<file path="src/rtl/clk_ratio_monitor_pkg.sv">
`default_nettype none
// ============================================================================
// Module  : clk_mon_pkg
// Brief   : Shared state encodings and defaults for the clock ratio monitor.
// Rev     : 1.0 - initial release
// ============================================================================
package clk_mon_pkg;

  typedef logic [1:0] state_t;

  localparam state_t c_st_idle    = 2'd0;
  localparam state_t c_st_acquire = 2'd1;
  localparam state_t c_st_locked  = 2'd2;
  localparam state_t c_st_fault   = 2'd3;

  localparam int c_sync_stages_def = 2;
  localparam int c_cnt_w_def       = 8;
  localparam int c_exp_half_def    = 1;
  localparam int c_tol_def         = 0;
  localparam int c_lock_count_def  = 8;
  localparam int c_timeout_def     = 16;

  localparam int c_fault_cnt_w = 8;

endpackage
`default_nettype wire

</file>
<file path="src/rtl/clk_ratio_monitor_if.sv">
`default_nettype none
// ============================================================================
// Module  : clk_ratio_monitor_if
// Brief   : Monitored-clock input, clear control and health status bundle.
// Rev     : 1.0 - initial release
// ============================================================================
interface clk_ratio_monitor_if
  import clk_mon_pkg::*;
#(
  parameter int CNT_W = c_cnt_w_def
);

  logic                     mon_clk;
  logic                     clear_fault;
  logic                     edge_pulse;
  logic [CNT_W-1:0]         half_period;
  logic                     locked;
  logic                     fault;
  logic [c_fault_cnt_w-1:0] fault_cnt;

  modport master (
    output mon_clk,
    output clear_fault,
    input  edge_pulse,
    input  half_period,
    input  locked,
    input  fault,
    input  fault_cnt
  );

  modport slave (
    input  mon_clk,
    input  clear_fault,
    output edge_pulse,
    output half_period,
    output locked,
    output fault,
    output fault_cnt
  );

endinterface
`default_nettype wire

</file>
<file path="src/rtl/clk_ratio_monitor_sync_edge_detect.sv">
`default_nettype none
// ============================================================================
// Module  : sync_edge_detect
// Brief   : Synchronises an asynchronous level and flags each transition.
// Rev     : 1.0 - initial release
// ============================================================================
module sync_edge_detect #(
  parameter int SYNC_STAGES = 2
) (
  input  logic clk_in,
  input  logic rst,
  input  logic async_in,
  output logic edge_det,
  output logic edge_pulse
);

  logic [SYNC_STAGES-1:0] r_sync;
  logic                   r_prev;
  logic                   r_edge_pulse;
  logic                   w_s;

  assign w_s      = r_sync[SYNC_STAGES-1];
  assign edge_det = w_s ^ r_prev;

  always_ff @(posedge clk_in or posedge rst) begin
    if (rst) begin
      r_sync       <= '0;
      r_prev       <= 1'b0;
      r_edge_pulse <= 1'b0;
    end else begin
      r_sync       <= {r_sync[SYNC_STAGES-2:0], async_in};
      r_prev       <= w_s;
      r_edge_pulse <= edge_det;
    end
  end

  assign edge_pulse = r_edge_pulse;

endmodule
`default_nettype wire

</file>
<file path="src/rtl/clk_ratio_monitor.sv">
`default_nettype none
// ============================================================================
// Module  : clk_ratio_monitor
// Brief   : Measures a divided clock's half-period and reports lock / fault.
// Rev     : 1.0 - initial release
// ============================================================================
module clk_ratio_monitor
  import clk_mon_pkg::*;
#(
  parameter int SYNC_STAGES = c_sync_stages_def,
  parameter int CNT_W       = c_cnt_w_def,
  parameter int EXP_HALF    = c_exp_half_def,
  parameter int TOL         = c_tol_def,
  parameter int LOCK_COUNT  = c_lock_count_def,
  parameter int TIMEOUT     = c_timeout_def
) (
  input  logic                clk_in,
  input  logic                rst,
  clk_ratio_monitor_if.slave  mon_if
);

  localparam int                    c_good_w    = $clog2(LOCK_COUNT + 1);
  localparam logic [CNT_W-1:0]      c_cnt_max   = '1;
  localparam logic [CNT_W-1:0]      c_exp       = CNT_W'(EXP_HALF);
  localparam logic [CNT_W-1:0]      c_tol       = CNT_W'(TOL);
  localparam logic [CNT_W-1:0]      c_timeout   = CNT_W'(TIMEOUT);
  localparam logic [c_good_w-1:0]   c_lock_last = c_good_w'(LOCK_COUNT - 1);

  state_t                   r_state;
  state_t                   w_state_nxt;
  logic [CNT_W-1:0]         r_cnt;
  logic [CNT_W-1:0]         r_half_period;
  logic [c_good_w-1:0]      r_good_cnt;
  logic [c_fault_cnt_w-1:0] r_fault_cnt;

  logic                     w_edge;
  logic                     w_edge_pulse;
  logic [CNT_W-1:0]         w_cnt_inc;
  logic [CNT_W-1:0]         w_diff;
  logic                     w_good;
  logic                     w_timeout;
  logic                     w_good_inc;
  logic                     w_good_clr;
  logic                     w_fault_inc;
  logic                     w_restart;

  sync_edge_detect #(
    .SYNC_STAGES (SYNC_STAGES)
  ) u_sync_edge_detect (
    .clk_in     (clk_in),
    .rst        (rst),
    .async_in   (mon_if.mon_clk),
    .edge_det   (w_edge),
    .edge_pulse (w_edge_pulse)
  );

  // The saturated increment doubles as the measured half-period on an edge.
  assign w_cnt_inc = (r_cnt == c_cnt_max) ? r_cnt : r_cnt + 1'b1;
  assign w_diff    = (w_cnt_inc >= c_exp) ? (w_cnt_inc - c_exp) : (c_exp - w_cnt_inc);
  assign w_good    = (w_diff <= c_tol);
  assign w_timeout = !w_edge && (w_cnt_inc >= c_timeout);

  always_ff @(posedge clk_in or posedge rst) begin
    if (rst) begin
      r_state <= c_st_idle;
    end else begin
      r_state <= w_state_nxt;
    end
  end

  always_comb begin
    w_state_nxt = r_state;
    w_good_inc  = 1'b0;
    w_good_clr  = 1'b0;
    w_fault_inc = 1'b0;
    w_restart   = 1'b0;
    if (mon_if.clear_fault) begin
      // A clear swallows any coincident edge or timeout.
      if (r_state == c_st_fault) begin
        w_state_nxt = c_st_idle;
        w_good_clr  = 1'b1;
        w_restart   = 1'b1;
      end
    end else begin
      case (r_state)
        c_st_idle: begin
          if (w_edge) begin
            w_state_nxt = c_st_acquire;
            w_good_clr  = 1'b1;
          end else if (w_timeout) begin
            w_state_nxt = c_st_fault;
            w_fault_inc = 1'b1;
          end
        end
        c_st_acquire: begin
          if (w_edge) begin
            if (w_good) begin
              w_good_inc = 1'b1;
              if (r_good_cnt == c_lock_last) begin
                w_state_nxt = c_st_locked;
              end
            end else begin
              w_good_clr  = 1'b1;
              w_fault_inc = 1'b1;
            end
          end else if (w_timeout) begin
            w_state_nxt = c_st_fault;
            w_fault_inc = 1'b1;
          end
        end
        c_st_locked: begin
          if ((w_edge && !w_good) || w_timeout) begin
            w_state_nxt = c_st_fault;
            w_fault_inc = 1'b1;
          end
        end
        default: begin
          w_state_nxt = r_state;
        end
      endcase
    end
  end

  always_comb begin
    mon_if.locked = (r_state == c_st_locked);
    mon_if.fault  = (r_state == c_st_fault);
  end

  always_ff @(posedge clk_in or posedge rst) begin
    if (rst) begin
      r_cnt         <= '0;
      r_half_period <= '0;
      r_good_cnt    <= '0;
      r_fault_cnt   <= '0;
    end else begin
      if (w_restart || w_edge) begin
        r_cnt <= '0;
      end else begin
        r_cnt <= w_cnt_inc;
      end

      if (w_edge) begin
        r_half_period <= w_cnt_inc;
      end

      if (w_good_clr) begin
        r_good_cnt <= '0;
      end else if (w_good_inc) begin
        r_good_cnt <= r_good_cnt + 1'b1;
      end

      if (mon_if.clear_fault) begin
        r_fault_cnt <= '0;
      end else if (w_fault_inc && (r_fault_cnt != '1)) begin
        r_fault_cnt <= r_fault_cnt + 1'b1;
      end
    end
  end

  assign mon_if.edge_pulse  = w_edge_pulse;
  assign mon_if.half_period = r_half_period;
  assign mon_if.fault_cnt   = r_fault_cnt;

endmodule
`default_nettype wire

</file>
<file path="src/flat_wrapper.sv">
// flat-port wrapper written by rule: the top's interface ports become plain ports
module clk_ratio_monitor_flat import clk_mon_pkg::*;
#(
  parameter int SYNC_STAGES = c_sync_stages_def,
  parameter int CNT_W       = c_cnt_w_def,
  parameter int EXP_HALF    = c_exp_half_def,
  parameter int TOL         = c_tol_def,
  parameter int LOCK_COUNT  = c_lock_count_def,
  parameter int TIMEOUT     = c_timeout_def
)
  (clk_in, rst, mon_if_mon_clk, mon_if_clear_fault, mon_if_edge_pulse, mon_if_half_period, mon_if_locked, mon_if_fault, mon_if_fault_cnt);
  clk_ratio_monitor_if #(.CNT_W(CNT_W)) mon_if_i ();
  input  logic clk_in;
  input  logic rst;
  input wire logic [$bits(mon_if_i.mon_clk)-1:0] mon_if_mon_clk;
  input wire logic [$bits(mon_if_i.clear_fault)-1:0] mon_if_clear_fault;
  output wire logic [$bits(mon_if_i.edge_pulse)-1:0] mon_if_edge_pulse;
  output wire logic [$bits(mon_if_i.half_period)-1:0] mon_if_half_period;
  output wire logic [$bits(mon_if_i.locked)-1:0] mon_if_locked;
  output wire logic [$bits(mon_if_i.fault)-1:0] mon_if_fault;
  output wire logic [$bits(mon_if_i.fault_cnt)-1:0] mon_if_fault_cnt;
  assign mon_if_i.mon_clk = mon_if_mon_clk;
  assign mon_if_i.clear_fault = mon_if_clear_fault;
  assign mon_if_edge_pulse = mon_if_i.edge_pulse;
  assign mon_if_half_period = mon_if_i.half_period;
  assign mon_if_locked = mon_if_i.locked;
  assign mon_if_fault = mon_if_i.fault;
  assign mon_if_fault_cnt = mon_if_i.fault_cnt;
  clk_ratio_monitor #(.SYNC_STAGES(SYNC_STAGES), .CNT_W(CNT_W), .EXP_HALF(EXP_HALF), .TOL(TOL), .LOCK_COUNT(LOCK_COUNT), .TIMEOUT(TIMEOUT)) u_core (.clk_in(clk_in), .rst(rst), .mon_if(mon_if_i));
endmodule
</file>
<file path="config.mk">
export PLATFORM = sky130hd
export DESIGN_NAME = clk_ratio_monitor_flat
export DESIGN_NICKNAME = d
export VERILOG_FILES = /design/src/rtl/clk_ratio_monitor_pkg.sv /design/src/rtl/clk_ratio_monitor_if.sv /design/src/rtl/clk_ratio_monitor_sync_edge_detect.sv /design/src/rtl/clk_ratio_monitor.sv /design/src/flat_wrapper.sv
export SDC_FILE = /design/constraint.sdc
export NUM_CORES = 1
export LEC_CHECK = 0
export ABC_AREA = 1
export CORE_AREA = 2 2 69 71
export DETAILED_ROUTE_END_ITERATION = 16
export DIE_AREA = 0 0 71 73
export DONT_BUFFER_PORTS = 1
export GPL_TIMING_DRIVEN = 0
export PLACE_DENSITY = 0.68
export SLEW_MARGIN = 10
export SYNTH_ARGS = -nofsm -noshare
export SYNTH_HDL_FRONTEND = slang
export SYNTH_SLANG_ARGS = --single-unit
</file>
<file path="constraint.sdc">
create_clock -name clk_in -period 2.95 [get_ports clk_in]
set_clock_uncertainty 0.15 [all_clocks]
set_input_delay 0.295 -clock clk_in [delete_from_list [all_inputs] [get_ports clk_in]]
set_output_delay 0.295 -clock clk_in [all_outputs]
set_load 0.03 [all_outputs]
</file>
==> reports/qor.yml <==
core_um2: 4536
r2r_cells: 18
worst_hold_slack_ns: 0.1574
synth_top_family_by_area: "simple AND/OR/NAND/NOR gates"
final_util: 0.5150
setup_ws_ns: 0.1019
syn_to_final_growth_pct: 19.76
grtUsageTotal: 0.1651
antenna_found_initial: 0
fillers: 421
vias_per_cell: 5.095
cp-end-kind: "flop"
grt_setup_unrepaired: "yes"
dp_cells: 305
setup_violations: 0
io_pins: 23
die_area_um2: 5183
path_class: "flop to flop"
port_buffers: 0
p_switching_mw: 0.5503
cp_data_required_time_ns: 2.98
synth_mux_area_frac: 0
dr.first_iter.drc_count: 57
combPwrFrac: 0.339
ctsLongestPathBuffers: 2
ys_ff_latch: 34
post_layout_nonfiller_instances: 328
total_power_mw: 1.489
gp_congestion: 0.8418
slew_headroom: 0.5392
drt-wirelength-per-cell_um: 12.76
grt_max_degree: 35
clockRootBuffer: "clkbuf_8"
fmax_mhz: 351.1
vdd_ir_drop_max_v: 0.0003984
synth_nets: 265
die_w_um: 71
path_clk_slew_ns: 0.07
reg2reg_to: "u_core.mon_if.fault_cnt[7]$_DFFE_PP0P_"
final_area_um2: 2336
num_rows: 25
place_area_um2: 2018
p_leak_nw: 1.150
maxSlewViolCount: 0
clockPowerShare: 0.269
drc: 0
hold_path_depth: 3
regArea_um2: 850.8
yosysWarnings: 0
netlist_area_um2: 1951
setup_tns_ns: 0
synthAdderAreaFrac: 0.06414
nNetsFinal: 287
die_h_um: 73
cp-start-kind: "flop"
synthDistinctLibCells: 30
antenna_left: 0
synth-seq-area-share: 0.4362
num_vias: 1671
layout_common_cells: "nand2_1 (56), dfrtp_1 (34), nor2_1 (29), inv_1 (27), nand3_1 (22)"
cts_tree: "yes"
path_delay_family: "simple AND/OR/NAND/NOR gates"
drv_cap: 0
critPathMaxFanout: 4
crit_chain: "ha_2 > nand2_4 > nor2_4 > buf_6 > nand3_2 > nand2_2 > ha_4 > or2_4 > nor2_1 > nand3_1 > a21oi_2 > nand4_2 > nand2_2 > nand2_4 > nand4_1 > nor2_1 > nor2_1 > nor2_1"
path_buf_inv: 1
hold_end: "u_core.r_good_cnt[1]$_DFFE_PP0P_"
cts.sinks: 34
synth_xor_area_frac: 0.02245
worst_path_most_repeated_cell: "nor2_1"
final_common_cell: "nand2_1"
netlist_instances: 251
hold_path.class: "input pin to flop"
slowest_stage: "dfrtp_1"
multi_input_area_um2: 1056
p_sw_frac: 0.3697
p_per_area_nw_per_um2: 637.3
internal_power_mw: 0.9383
finalHoldViolations: 0
routed_wl_um: 4184
min_from: "mon_if_clear_fault"
grt_pass1_wl_um: 6748
diodes: 0
arrival_ns: 2.87
synthSimpleGateAreaFrac: 0.3252
post-place-ws_ns: -0.1081
synth_compound_area_frac: 0.08788
cpPeakStageDelay_ns: 0.38
r2r-start: "u_core.r_cnt[0]$_DFF_PP0_"
grt_pass1_vias: 1534
hpwl_um: 2857
period_needed_ns: 2.848
initial_utilization: 0.4301
numCtsBuffers: 5
gr-total-overflow: 0
status: "finished clean"
reg2reg_slack_ns: 0.10
syn_avg_cell_area_um2: 7.771
min_period_over_period: 0.9654
cts-htree-levels: 2
clkLatencyLatePin_ns: 0.29
worst_pin_slew_ns: 0.6902
drive_above_1_share: 0.2044
first_pass_iters: 4
pwr-share-seq: 0.391
state kept, by name (all words and copies together), names as in the netlist:
register and flops:
u_core.mon_if.fault_cnt 8, u_core.mon_if.half_period 8, u_core.u_sync_edge_detect.edge_pulse 1, u_core.r_state 2, u_core.r_good_cnt 4, u_core.u_sync_edge_detect.r_sync 2
u_core.u_sync_edge_detect.r_prev 1, u_core.r_cnt 8
metal layers:
metal	track usage	wire length [µm]
met3	0.04834	213
met1	0.2090	1924
met5	0	0
met2	0.2679	1982
met4	0.06499	64
power by group through the flow:
stage | registers [mW] | clock network [mW] | logic (mW)
floorplan | 0.583 | 0 | 0.361
global placement | 0.592 | 0 | 0.426
detailed placement | 0.593 | 0 | 0.428
CTS | 0.582 | 0.407 | 0.463
global route | 0.589 | 0.433 | 0.563
finish | 0.583 | 0.401 | 0.505
cells by family after synthesis:
logic type / after synthesis
simple gates: 140
compound gates: 29
flops: 34
fa+ha+maj: 10
xor+xnor: 5
buf+inv: 33
repair_timing:
item	in CTS	in global routing
hold endpoints to repair	37	0
endpoints found under the setup margin	13	14
pin swaps	5	15
resized for setup	6	15
hold buffers	3	0
buffers inserted	7	5
area by class of cell:
type                    count  share of cell area
plain buffers               2            0.003749
clock buffers               8             0.04713
inverters                  31             0.05088
multi-input cells         184              0.4521
flip-flops and latches     34              0.3642
well taps                  54             0.02892
repair buffers             15             0.05303
synth_stat cells:
library cell / number / area [µm²]
a21oi_1: 8 / 40.04
a21oi_2: 1 / 8.760
a21oi_4: 1 / 16.27
a31oi_1: 1 / 6.260
buf_1: 1 / 3.750
buf_2: 1 / 5.000
clkinv_1: 1 / 3.750
dfrtp_1: 34 / 850.8
ha_1: 10 / 125.1
inv_1: 28 / 105.1
inv_2: 2 / 7.510
nand2_1: 61 / 229.0
nand2_2: 7 / 43.79
nand2_4: 1 / 11.26
nand3_1: 23 / 115.1
nand3_2: 1 / 10.01
nand4_1: 2 / 12.51
nand4_2: 1 / 12.51
nor2_1: 32 / 120.1
nor2_2: 4 / 25.02
nor2_4: 2 / 22.52
nor3_1: 4 / 20.02
o211ai_1: 1 / 7.510
o21ai_0: 12 / 60.06
o21ai_1: 1 / 5.000
o21bai_1: 2 / 15.01
o22ai_1: 2 / 12.51
or2_2: 2 / 12.51
xnor2_1: 2 / 17.52
xor2_1: 3 / 26.28
worst reg2reg max path: stages, from the launching register on:
cell and delay [ns]:
dfrtp_1 0.38, ha_2 0.22, nand2_4 0.06, nor2_4 0.14, buf_6 0.12, nand3_2 0.08
nand2_2 0.12, ha_4 0.20, or2_4 0.22, nor2_1 0.09, nand3_1 0.09, a21oi_2 0.15
nand4_2 0.14, nand2_2 0.14, nand2_4 0.08, nand4_1 0.14, nor2_1 0.07, nor2_1 0.10
nor2_1 0.06
how the worst max path moves through the flow:
| stage | endpoint | depth (start not counted) | from | slack (ns) |
|---|---|---|---|---|
| global placement | u_core.mon_if.fault_cnt[3]$_DFFE_PP0P_ | 18 | u_core.r_cnt[0]$_DFF_PP0_ | -0.07 |
| detailed placement | u_core.mon_if.fault_cnt[3]$_DFFE_PP0P_ | 18 | u_core.r_cnt[0]$_DFF_PP0_ | -0.11 |
| finish | u_core.mon_if.fault_cnt[7]$_DFFE_PP0P_ | 18 | u_core.r_cnt[0]$_DFF_PP0_ | 0.10 |
| floorplan | u_core.r_good_cnt[2]$_DFFE_PP0P_ | 17 | u_core.r_cnt[0]$_DFF_PP0_ | 0.18 |
| global route | u_core.mon_if.fault_cnt[7]$_DFFE_PP0P_ | 18 | u_core.r_cnt[0]$_DFF_PP0_ | -0.08 |
| CTS | u_core.r_good_cnt[2]$_DFFE_PP0P_ | 17 | u_core.r_cnt[0]$_DFF_PP0_ | 0.02 |
Power figures use the tool's default switching activity.
